## src/rtl/chacha_pkg.sv

```systemverilog
// Shared definitions for the chunk transmit sequencer: FSM encoding, mode
// constants and the default watchdog budget.
package chacha_pkg;

    typedef enum logic [2:0] {
        ST_IDLE      = 3'd0,
        ST_WAIT_BLK  = 3'd1,
        ST_ISSUE     = 3'd2,
        ST_WAIT_LAST = 3'd3,
        ST_GAP       = 3'd4,
        ST_FAULT     = 3'd5
    } seq_state_t;

    localparam logic ENCRYP         = 1'b0;
    localparam logic DECRYP         = 1'b1;
    localparam int   WDT_CYCLES_DEF = 1024;
    localparam int   CTR_W          = 64;
    localparam int   BLK_W          = 512;

    // Block counter for the n-th block of a message; wraps modulo 2^64.
    function automatic logic [CTR_W-1:0] block_counter(
        input logic [CTR_W-1:0] base,
        input logic [CTR_W-1:0] idx
    );
        return base + idx;
    endfunction

endpackage

```

## src/rtl/seq_watchdog.sv

```systemverilog
// Cycle watchdog: counts while enabled, expire fires on the cycle whose edge
// brings the count to WDT_CYCLES-1.
module seq_watchdog
    import chacha_pkg::*;
#(
    parameter int WDT_CYCLES = WDT_CYCLES_DEF
) (
    input  logic seq_clk,
    input  logic seq_reset_n,
    input  logic clear,
    input  logic enable,
    output logic expire
);

    localparam int WDT_W = (WDT_CYCLES > 2) ? $clog2(WDT_CYCLES) : 1;
    localparam logic [WDT_W-1:0] CNT_MAX = WDT_W'(WDT_CYCLES - 1);
    localparam logic [WDT_W-1:0] CNT_PRE = WDT_W'(WDT_CYCLES - 2);

    logic [WDT_W-1:0] count_r;

    // Saturating cycle counter, held at zero while cleared.
    always_ff @(posedge seq_clk or negedge seq_reset_n) begin
        if (!seq_reset_n) begin
            count_r <= '0;
        end else if (clear) begin
            count_r <= '0;
        end else if (enable && (count_r != CNT_MAX)) begin
            count_r <= count_r + WDT_W'(1);
        end else begin
            count_r <= count_r;
        end
    end

    assign expire = enable && !clear && (count_r == CNT_PRE);

endmodule

```

## src/rtl/chunk_tx_sequencer.sv

```systemverilog
// Feeds 512-bit cipher blocks to the chunk divider one at a time, tagging each
// with its block counter and mode, and supervises each block with a watchdog.
module chunk_tx_sequencer
    import chacha_pkg::*;
#(
    parameter int CNT_W      = 16,
    parameter int WDT_CYCLES = WDT_CYCLES_DEF
) (
    input  logic              seq_clk,
    input  logic              seq_reset_n,
    input  logic              start,
    input  logic              mode,
    input  logic [CNT_W-1:0]  num_blocks,
    input  logic [CTR_W-1:0]  init_counter,
    input  logic              abort,
    input  logic              blk_valid,
    output logic              blk_ready,
    input  logic [BLK_W-1:0]  blk_data,
    output logic              div_valid,
    output logic [BLK_W-1:0]  div_data,
    output logic [CTR_W-1:0]  div_counter,
    output logic              div_mode,
    input  logic              div_last,
    output logic              busy,
    output logic              done,
    output logic              err,
    output logic [CNT_W-1:0]  blocks_sent
);

    seq_state_t        state_r;
    logic              mode_r;
    logic [CNT_W-1:0]  num_r;
    logic [CTR_W-1:0]  init_r;
    logic [CNT_W-1:0]  sent_r;
    logic [CNT_W-1:0]  sent_inc_s;
    logic [BLK_W-1:0]  div_data_r;
    logic [CTR_W-1:0]  div_counter_r;
    logic              div_mode_r;
    logic              done_r;
    logic              err_r;
    logic              wdt_clear_s;
    logic              wdt_enable_s;
    logic              wdt_expire_s;

    assign wdt_enable_s = (state_r == ST_WAIT_LAST);
    assign wdt_clear_s  = (state_r != ST_WAIT_LAST);

    seq_watchdog #(
        .WDT_CYCLES (WDT_CYCLES)
    ) u_wdt (
        .seq_clk     (seq_clk),
        .seq_reset_n (seq_reset_n),
        .clear       (wdt_clear_s),
        .enable      (wdt_enable_s),
        .expire      (wdt_expire_s)
    );

    // Completed-block count saturates at the requested block count.
    always_comb begin
        sent_inc_s = sent_r;
        if (sent_r < num_r) begin
            sent_inc_s = sent_r + CNT_W'(1);
        end else begin
            sent_inc_s = sent_r;
        end
    end

    // Message sequencing FSM; abort takes priority over every other event.
    always_ff @(posedge seq_clk or negedge seq_reset_n) begin
        if (!seq_reset_n) begin
            state_r       <= ST_IDLE;
            mode_r        <= ENCRYP;
            num_r         <= '0;
            init_r        <= '0;
            sent_r        <= '0;
            div_data_r    <= '0;
            div_counter_r <= '0;
            div_mode_r    <= ENCRYP;
            done_r        <= 1'b0;
            err_r         <= 1'b0;
        end else begin
            done_r <= 1'b0;
            case (state_r)
                ST_IDLE: begin
                    if (start) begin
                        mode_r <= (mode == DECRYP) ? DECRYP : ENCRYP;
                        num_r  <= num_blocks;
                        init_r <= init_counter;
                        sent_r <= '0;
                        err_r  <= 1'b0;
                        if (num_blocks == '0) begin
                            done_r <= 1'b1;
                        end else begin
                            state_r <= ST_WAIT_BLK;
                        end
                    end
                end
                ST_WAIT_BLK: begin
                    if (abort) begin
                        state_r <= ST_IDLE;
                    end else if (blk_valid) begin
                        div_data_r    <= blk_data;
                        div_counter_r <= block_counter(init_r, CTR_W'(sent_r));
                        div_mode_r    <= mode_r;
                        state_r       <= ST_ISSUE;
                    end
                end
                ST_ISSUE: begin
                    state_r <= abort ? ST_IDLE : ST_WAIT_LAST;
                end
                ST_WAIT_LAST: begin
                    if (abort) begin
                        state_r <= ST_IDLE;
                    end else if (div_last) begin
                        sent_r  <= sent_inc_s;
                        state_r <= ST_GAP;
                    end else if (wdt_expire_s) begin
                        err_r   <= 1'b1;
                        state_r <= ST_FAULT;
                    end
                end
                ST_GAP: begin
                    if (abort) begin
                        state_r <= ST_IDLE;
                    end else if (sent_r < num_r) begin
                        state_r <= ST_WAIT_BLK;
                    end else begin
                        done_r  <= 1'b1;
                        state_r <= ST_IDLE;
                    end
                end
                ST_FAULT: begin
                    if (abort) begin
                        state_r <= ST_IDLE;
                    end
                end
                default: begin
                    state_r <= ST_IDLE;
                end
            endcase
        end
    end

    assign busy        = (state_r != ST_IDLE);
    assign blk_ready   = (state_r == ST_WAIT_BLK);
    assign div_valid   = (state_r == ST_ISSUE);
    assign div_data    = div_data_r;
    assign div_counter = div_counter_r;
    assign div_mode    = div_mode_r;
    assign done        = done_r;
    assign err         = err_r;
    assign blocks_sent = sent_r;

endmodule

```

## config.mk

```make
export PLATFORM = sky130hd
export DESIGN_NAME = chunk_tx_sequencer
export DESIGN_NICKNAME = d
export VERILOG_FILES = /design/src/rtl/chacha_pkg.sv /design/src/rtl/seq_watchdog.sv /design/src/rtl/chunk_tx_sequencer.sv
export SDC_FILE = /design/constraint.sdc
export NUM_CORES = 1
export LEC_CHECK = 0
export CORE_AREA = 4 4 459 461
export DETAILED_ROUTE_END_ITERATION = 8
export DIE_AREA = 0 0 463 465
export PLACE_DENSITY = 0.42
export SYNTH_ARGS = -nofsm -noshare
export SYNTH_HDL_FRONTEND = slang
export SYNTH_HIERARCHICAL = 1
export SYNTH_SLANG_ARGS = --single-unit
```

## constraint.sdc

```tcl
create_clock -name seq_clk -period 8 [get_ports seq_clk]
set_input_delay 1.2 -clock seq_clk [delete_from_list [all_inputs] [get_ports seq_clk]]
set_output_delay 1.2 -clock seq_clk [all_outputs]
set_load 0.01 [all_outputs]
```

# Yosys cells after proc, flatten, opt, wreduce, memory -nomap -nowiden
# Index checks and enable logic that the tools add are counted.
[word_totals]
ff_bits = 689
latch_bits = 0
ramBits = 0
rom_bits = 0
input_bits = 599
output_inout_bits = 598
word_cells = 78
n_memories = 0
[classes]
add_sub_neg = 3
multipliers = 0
div_mod_pow = 0
magnitude_cmp = 1
eq_ne = 18
n_shift = 0
n_mux = 30
n_bitwise = 1
n_reduce_logical = 14
[op_table]
columns = ["cell", "count"]
rows = [
  ["$add A64 B16 Y64", 1],
  ["$mux W16", 4],
  ["$pmux W16 S2", 1],
  ["$mux W3", 8],
  ["$mux W10", 2],
  ["$pmux W3 S6", 1],
  ["$add A16 B1 Y16 const B", 1],
  ["$logic_not A16 Y1", 1],
  ["$lt A16 B16 Y1", 1],
  ["$ne A2 B2 Y1 const B", 8],
  ["$reduce_and A5 Y1", 3],
  ["$mux W1", 11],
  ["$add A10 B1 Y10 const B", 1],
  ["$eq A10 B10 Y1 const B", 1],
  ["$ne A10 B10 Y1 const B", 1],
  ["$eq A3 B2 Y1 const B", 2],
  ["$eq A3 B3 Y1 const B", 2],
  ["$ne A4 B4 Y1 const B", 1],
  ["$pmux W1 S2", 2],
  ["$reduce_bool A2 Y1", 2],
  ["$eq A3 B1 Y1 const B", 1],
  ["$logic_and A1 B1 Y1", 3],
  ["$logic_not A3 Y1", 1],
  ["$ne A3 B2 Y1 const B", 1],
  ["7 further kinds", 7],
]

# Logic depth before layout (Yosys ltp)
# Gate-level depths: netlist of the first run.
[depth]
word_depth = 8
ltp_mapped = 10
mapped_depth_nobuf = 9

# By module
# Netlist of the first run, hierarchy kept.
[modules_own_cells]
columns = ["mod", "instances", "cells_per_inst", "area_each_um2", "seq_area_each_um2"]
rows = [
  ["chunk_tx_sequencer", 1, 3182, 27801.7, 16991.3],
  ["seq_watchdog", 1, 70, 625.6, 250.2],
]

# Worst setup path before layout of the first run
# No wires, ideal clock.
[synth_path]
path_kind = "reg-to-reg"
start = "register sent_r[0] (netlist: blocks_sent[0])"
end = "register div_counter_r[18] (netlist: div_counter[18])"
setup_time_ns = 0.088
arrival_time_ns = 2.626
required_time_ns = 7.912
slack_ns = 5.286
stages_incl_launch_ff = 10
path_buffers = 0
period_less_slack_ns = 2.714
cell_sequence = "dfrtp_1 ha_1 fa_1 a21o_1 a221o_1 a41o_1 or3_1 nor2_1 nand3_1 a41oi_1"
[synth_between]
elab_chain_len = 1
[synth_rtl]
columns = ["item", "line_no", "source"]
rows = [
  ["start: declaration", "chunk_tx_sequencer.sv:34", "logic [CNT_W-1:0] sent_r;"],
  ["start signal: assignment", "chunk_tx_sequencer.sv:115", "sent_r <= sent_inc_s;"],
  ["$add A64 B16 Y64", "chacha_pkg.sv:25", "return base + idx;"],
  ["end signal: assignment", "chunk_tx_sequencer.sv:103", "div_counter_r <= block_counter(init_r, CTR_W'(sent_r));"],
  ["end: declaration", "chunk_tx_sequencer.sv:37", "logic [CTR_W-1:0] div_counter_r;"],
]
# Every way passes these cells.
# A chain may end at the register's enable or synchronous reset.

# Worst setup path after layout of the first run
[layout_path]
start = "register sent_r[8] (netlist: blocks_sent[8])"
end = "register div_counter_r[44] (netlist: div_counter[44])"
# Same word-level chain as after synthesis.

==> results.py, run 1 <==
metrics = {
    "detailed_routing": {
        "wl_met2_um": 84200,
        "wl_met1_um": 65000,
        "totalWireLength_um": 178000,
        "viasPerCell": 3.78,
        "route.detailed.drc": 0,
        "drt_pre_antenna_iters": 5,
        "top_layer_used": "met5",
        "num_vias": 27200,
        "drt.antenna.violating_nets": 0,
        "wire_per_inst_um": 24.7,
        "routed-wl-met3_um": 22100,
        "drt-initial-drc-count": 1635,
    },
    "power_and_ir_drop": {
        "pwr-share-seq": 0.339,
        "p_per_area_mw_per_mm2": 383,
        "swShare": 0.383,
        "p_sw_uw": 6850,
        "power.share.clock": 0.250,
        "power_frac_comb": 0.411,
        "ir_drop_uv": 251,
        "p_leak_uw": 0.0213,
        "internal_power_uw": 11000,
    },
    "synthesis": {
        "synth_edf_count": 0,
        "yosysTopAreaCell": "dfrtp_1",
        "synth_seq_area_share": 0.607,
        "ys_warn_count": 6,
        "synth_flop_cell": "dfrtp_1",
        "synth_fp_nets": 3886,
        "yosys-top-cells-area": "dfrtp_1 (61%), nand2_1 (24%), clkbuf_1 (2.0%)",
        "synthesis.instances": 3252,
        "synth.most_common_cell": "nand2_1",
        "async_flop_share": 1.00,
        "ys_ff_latch": 689,
        "synth.top_cell.area_share": 0.607,
        "avgSynthCellArea_um2": 8.74,
        "ys_types": 66,
        "synth.cell_area_mm2": 0.0284,
        "synthTopCellsByCount": "nand2_1 (1852), dfrtp_1 (689), clkbuf_1 (155), o21ai_0 (94)",
    },
    "clocking": {
        "clkLatencyLatePin_ns": 0.72,
        "cts.sinks": 689,
        "path_clk_slew_ns": 0.06,
        "htreeDepth": 3,
        "cts_setup_buffers": 0,
        "cts_hold_buffers": 0,
        "cts_made_buffers": 93,
        "cts_tree": "done",
        "ctsResizeCount": 0,
        "cts_buffer_depth": 3,
        "cts_root_buf": "clkbuf_16",
    },
    "critical_path": {
        "cp_data_arrival_time_ns": 4.44,
        "r2r_setup_slack_ns": 4.08,
        "crit_required_ns": 8.52,
        "crit_fanout": 11,
        "setup.worst_path.end": "div_counter[44]$_DFFE_PN0P_",
        "crit_start": "blocks_sent[8]$_DFFE_PN0P_",
        "end_kind": "flip-flop",
        "r2r_cells": 8,
        "timing.rr.end": "div_counter[44]$_DFFE_PN0P_",
        "crit_type": "flip-flop to flip-flop",
        "r2r_start": "blocks_sent[8]$_DFFE_PN0P_",
        "cp-start-kind": "flip-flop",
    },
    "timing": {
        "maxSlewHeadroom": 0.197,
        "hold_viol": 0,
        "period_needed_ns": 3.92,
        "tightest_slew_ns": 1.20,
        "maxSlewViolCount": 0,
        "setup_violations": 0,
        "fmaxAchievable_mhz": 255,
        "worst_clock_skew_ns": 0.0425,
        "finalSetupTns_ns": 0,
        "rsz0062_at_grt": "false",
        "fin_crit_sh": 0.489,
    },
    "floorplanning": {
        "die_h_um": 465,
        "num_io_pins": 1197,
        "core-area_mm2": 0.206,
        "rows": 167,
        "dieArea_mm2": 0.215,
        "start_util": 0.138,
        "die_x_um": 463,
    },
    "place": {
        "dp.final_hpwl_um": 142000,
        "port_buffers": 1196,
        "gp_congestion": 0.897,
        "placed_cells": 7005,
    },
    "layout": {
        "instances_no_fill": 7196,
        "syn_to_final_growth_pct": 64.3,
        "multiInputGateArea_mm2": 0.0104,
        "register_area_mm2": 0.0172,
        "layout-drive-gt1-share": 0.0441,
        "final_nets": 5030,
        "fill_cells": 22700,
    },
    "global_routing": {
        "grt_max_degree": 189,
        "grt_pass1_vias": 27500,
        "antenna_found_initial": 141,
        "overflow": 0,
        "grtUsageTotal": 0.160,
        "grt_pass1_wl_um": 240000,
    },
    "run": {
        "maxCapViolCount": 0,
    },
    "outcome": {
        "status": "completed",
    },
    "min_path": {
        "hold_class": "flip-flop to flip-flop",
    },
}
kinds of logic (layout without fill, tap and decap cells):
| logic type | Yosys count | after routing | share of synthesized area |
|---|---|---|---|
| DFF | 689 | 689 | 0.607 |
| adders and majority gates | 35 | 35 | 0.0157 |
| buffers and inverters | 206 | 1423 | 0.0281 |
| and+or+nand+nor | 2059 | 2059 | 0.287 |
| xor gates and xnor gates | 69 | 69 | 0.0213 |
| muxes | 4 | 4 | 0.00145 |
| other | 0 | 23 | 0 |
| AOI/OAI and AO/OA | 190 | 190 | 0.0400 |
per-layer routing:
metal,vias up,track usage
met5,-,0
met4,68,0.0539
met3,337,0.0872
met2,1205,0.268
met1,13000,0.171
li1,12500,-
worst max-delay path, stage by stage, from the launching register on:
cell and delay, ns:
dfrtp_1 0.52, ha_1 0.45, a21oi_1 0.44, a2111oi_0 0.22, a2111oi_0 0.94, and2_1 0.70
nor4_1 0.14, xnor2_1 0.20, o21ai_0 0.09
power by group through the flow:
| stage | logic (µW) | registers, µW | clock network [µW] |
|---|---|---|---|
| detailed placement | 7570 | 6100 | 0 |
| floorplan | 2000 | 6520 | 0 |
| finish | 7350 | 6060 | 4460 |
| CTS | 7610 | 6070 | 4650 |
| global route | 8030 | 6250 | 4770 |
| global placement | 7570 | 6070 | 0 |
state kept, by name, summed over array words and instances, names as in the netlist:
register,cells
mode_r,1
div_data,512
state_r,3
u_wdt/count_r,10
div_counter,64
num_r,16
div_mode,1
init_r,64
blocks_sent,16
err,1
done,1
through the flow:
step | worst slack [ns] | utilization | instance area [µm²] | power (µW) | hold slack (ns)
2_1_floorplan | 5.29 | - | 28400 | 8510 | 0.439
3_3_place_gp | 3.90 | 0.210 | 43400 | 13600 | 0.456
3_5_place_dp | 3.87 | 0.210 | 43400 | 13700 | 0.461
4_1_cts | 4.15 | 0.226 | 46600 | 18300 | 0.466
5_1_grt | 3.92 | 0.226 | 46700 | 19100 | 0.484
6_report | 4.08 | 0.226 | 46700 | 17900 | 0.470
worst min path at each step:
stage | to | depth (start not counted) | slack (ns) | start
floorplan | div_mode$_DFFE_PN0P_ | 2 | 0.44 | mode_r$_DFFE_PN0P_
global placement | div_data[105]$_DFFE_PN0P_ | 2 | 0.46 | div_data[105]$_DFFE_PN0P_
detailed placement | div_data[266]$_DFFE_PN0P_ | 2 | 0.46 | div_data[266]$_DFFE_PN0P_
CTS | div_counter[1]$_DFFE_PN0P_ | 1 | 0.47 | seq_reset_n
global route | div_data[8]$_DFFE_PN0P_ | 2 | 0.48 | div_data[8]$_DFFE_PN0P_
finish | div_data[396]$_DFFE_PN0P_ | 2 | 0.47 | div_data[396]$_DFFE_PN0P_
final cells by class:
| type | instances | area share |
|---|---|---|
| clock buffers | 135 | 0.0584 |
| repair buffers | 1219 | 0.262 |
| clock inverters | 33 | 0.0104 |
| diodes | 23 | 0.00123 |
| well taps | 2704 | 0.0725 |
| flip-flops and latches | 689 | 0.369 |
| inverters | 36 | 0.00289 |
| multi-input cells | 2357 | 0.223 |
layout by cell type, fill, tap and decap left out, drive strengths merged, types with 34 or more instances in the layout:
master and count:
nand2 1852, clkdlybuf4s50 1195, dfrtp 689, clkbuf 135
o21ai 100, nor2 51, xnor2 51, inv 38
ha 34, a21oi 34
No activity file was read; power rests on OpenSTA's default activity.
==> run 2, diff against run 1 <==
--- a/config.mk
+++ b/config.mk
@@ -5,9 +5,9 @@
 export SDC_FILE = /design/constraint.sdc
 export NUM_CORES = 1
 export LEC_CHECK = 0
-export CORE_AREA = 4 4 459 461
+export CORE_AREA = 4 4 465 467
 export DETAILED_ROUTE_END_ITERATION = 8
-export DIE_AREA = 0 0 463 465
+export DIE_AREA = 0 0 469 471
 export PLACE_DENSITY = 0.42
 export SYNTH_ARGS = -nofsm -noshare
 export SYNTH_HDL_FRONTEND = slang
==> constraint.sdc (replaced) <==
create_clock -name seq_clk -period 3.6 [get_ports seq_clk]
set_input_delay 0.54 -clock seq_clk [delete_from_list [all_inputs] [get_ports seq_clk]]
set_output_delay 0.54 -clock seq_clk [all_outputs]
set_load 0.01 [all_outputs]
==> run 2 against run 1 <==
Effect of this change:
- die area up 2.6%
- global-route usage down 0.29 points
- sequential power rose by 120%
- largest power group unchanged
==> results.py, run 2 (synthesis results as in run 1) <==
metrics = {
    "outcome": {
        "status": "completed",
    },
    "clocking": {
        "clkLatencyLatePin_ns": 0.74,
        "cts_buffer_depth": 3,
        "cts_made_buffers": 92,
        "path_clk_slew_ns": 0.06,
        "cts_setup_buffers": 0,
        "cts_root_buf": "clkbuf_16",
        "cts.sinks": 689,
        "htreeDepth": 3,
        "ctsResizeCount": 0,
        "cts_tree": "done",
    },
    "global_routing": {
        "busiest_layer": "met2",
        "grt_pass1_vias": 27900,
        "antenna_found_initial": 122,
        "grt_pass1_wl_um": 240000,
        "grtUsageTotal": 0.157,
        "grt.met1_usage": 0.175,
        "gr-usage-met3": 0.0858,
        "grt_max_degree": 109,
        "overflow": 0,
        "grt_util_met2": 0.247,
    },
    "timing": {
        "hold_viol": 0,
        "tightest_slew_ns": 1.24,
        "fin_hold_ws_ns": 0.328,
        "maxSlewViolCount": 0,
        "maxSlewHeadroom": 0.169,
        "worst_clock_skew_ns": 0.0568,
        "period_needed_ns": 3.35,
        "fin_crit_sh": 0.930,
        "finalSetupTns_ns": 0,
        "setup_violations": 0,
        "fmaxAchievable_mhz": 299,
        "rsz0062_at_grt": "false",
    },
    "place": {
        "port_buffers": 1196,
        "dp.final_hpwl_um": 146000,
        "gp_congestion": 0.887,
        "place_area_mm2": 0.0442,
    },
    "detailed_routing": {
        "drt-initial-drc-count": 1658,
        "drt_pre_antenna_iters": 5,
        "num_vias": 27300,
        "viasPerCell": 3.71,
        "drt.antenna.violating_nets": 0,
        "wire_per_inst_um": 24.5,
        "route.detailed.drc": 0,
        "totalWireLength_um": 180000,
    },
    "min_path": {
        "hold_class": "primary input to flip-flop",
        "min_path_cells": 3,
        "min_from": "blk_data[377]",
        "min_to": "div_data[377]$_DFFE_PN0P_",
    },
    "layout": {
        "largest_reg_flops": 512,
        "mostFrequentLayoutCell": "nand2_1",
        "syn_to_final_growth_pct": 66.8,
        "final_area_mm2": 0.0474,
        "final_cell_mix": "nand2_1 (1851), clkdlybuf4s50_1 (1195), dfrtp_1 (689)",
        "fill_cells": 23200,
        "final_nets": 5084,
        "layout-drive-gt1-share": 0.0531,
    },
    "floorplanning": {
        "die_x_um": 469,
        "rows": 169,
        "num_io_pins": 1197,
        "dieArea_mm2": 0.221,
        "core-area_mm2": 0.212,
        "start_util": 0.134,
        "die_h_um": 471,
    },
    "critical_path": {
        "cp_cell_sequence": "ha_1 -> a21oi_1 -> a2111oi_0 -> a2111oi_0 -> buf_4 -> and2_1 -> buf_12 -> nand2b_1 -> xor2_1 -> o21ai_0",
        "worst_path_max_delay_cell": "a2111oi_0",
        "r2r_start": "blocks_sent[8]$_DFFE_PN0P_",
        "slowest_delay_ns": 0.87,
        "end_kind": "flip-flop",
        "crit_type": "flip-flop to flip-flop",
        "path_buf_inv": 2,
        "r2r_setup_slack_ns": 0.25,
        "cp_data_arrival_time_ns": 3.94,
        "cp-start-kind": "flip-flop",
        "crit_fanout": 11,
        "crit_required_ns": 4.19,
        "r2r_cells": 10,
        "cp_top_family": "compound AO/OA/AOI/OAI gates",
        "timing.rr.end": "div_counter[22]$_DFFE_PN0P_",
        "crit_top_cell": "a2111oi_0",
    },
    "power_and_ir_drop": {
        "ir_drop_uv": 467,
        "p_per_area_mw_per_mm2": 844,
        "p_leak_uw": 0.0216,
    },
    "run": {
        "maxCapViolCount": 0,
    },
}
run 2: changes by cell type in the layout (fill, tap and decap cells not counted), moves of 2 or more:
cell and delta:
clkinv_2 -7, clkinv_4 -2, buf_4 +36, inv_6 +2, buf_12 +18, clkbuf_8 -4
clkbuf_1 +8, clkinv_16 +2, diode_2 -3
run 2: how the worst max path moves through the flow:
| stage | slack (ns) | cells past startpoint | endpoint | startpoint |
|---|---|---|---|---|
| after CTS | 0.35 | 10 | div_counter[22]$_DFFE_PN0P_ | blocks_sent[8]$_DFFE_PN0P_ |
| final | 0.25 | 10 | div_counter[22]$_DFFE_PN0P_ | blocks_sent[8]$_DFFE_PN0P_ |
| after global placement | 0.25 | 10 | div_counter[36]$_DFFE_PN0P_ | blocks_sent[8]$_DFFE_PN0P_ |
| after global routing | 0.13 | 9 | div_counter[60]$_DFFE_PN0P_ | blocks_sent[12]$_DFFE_PN0P_ |
| after detailed placement | 0.35 | 10 | div_counter[22]$_DFFE_PN0P_ | blocks_sent[8]$_DFFE_PN0P_ |
| after floorplan | 0.89 | 9 | div_counter[18]$_DFFE_PN0P_ | blocks_sent[0]$_DFFE_PN0P_ |
run 2: where the power goes:
group          switching, µW  internal [µW]  total [µW]
clock                   4020           5800        9810
sequential              2330          11200       13500
combinational           9110           7600       16700
run 2: routing by layer:
| layer | wire length, µm | share of wire |
|---|---|---|
| met1 | 67900 | 0.38 |
| met4 | 8000 | 0.044 |
| met5 | 413 | 0.0023 |
| met3 | 23500 | 0.13 |
| met2 | 80600 | 0.45 |
run 2: per-stage QoR:
step | setup slack (ns) | cells | total power [µW] | utilization
floorplan | 0.886 | 3252 | 18900 | -
global placement | 0.250 | 7176 | 30700 | 0.209
detailed placement | 0.350 | 7176 | 30700 | 0.209
CTS | 0.348 | 7342 | 41000 | 0.224
global route | 0.132 | 7349 | 42600 | 0.224
finish | 0.253 | 7362 | 40000 | 0.224
run 2: layout make-up:
cell class | count | area (µm²) | share of cell area
multi-input cells | 2357 | 10400 | 0.220
well taps | 2821 | 3530 | 0.0744
clock inverters | 27 | 490 | 0.0103
repair buffers | 1274 | 12900 | 0.272
inverters | 36 | 135 | 0.00285
clock buffers | 138 | 2680 | 0.0564
flip-flops and latches | 689 | 17200 | 0.364
diodes | 20 | 50.0 | 0.00106
run 2: what timing repair did:
action,4_1_cts,5_1_grt
hold buffers,1,0
hold endpoints to repair,48,0
endpoints found under the setup margin,0,0
run 2: worst register-to-register path: cells and delay by family (launching register included):
family	cells	cell delay, ns
AO/OA/AOI/OAI	4	1.56
flip-flops	1	0.46
adder cells (fa/ha/maj)	1	0.40
buffers and inverters	2	0.40
AND/OR/NAND/NOR	2	0.29
XOR/XNOR	1	0.13
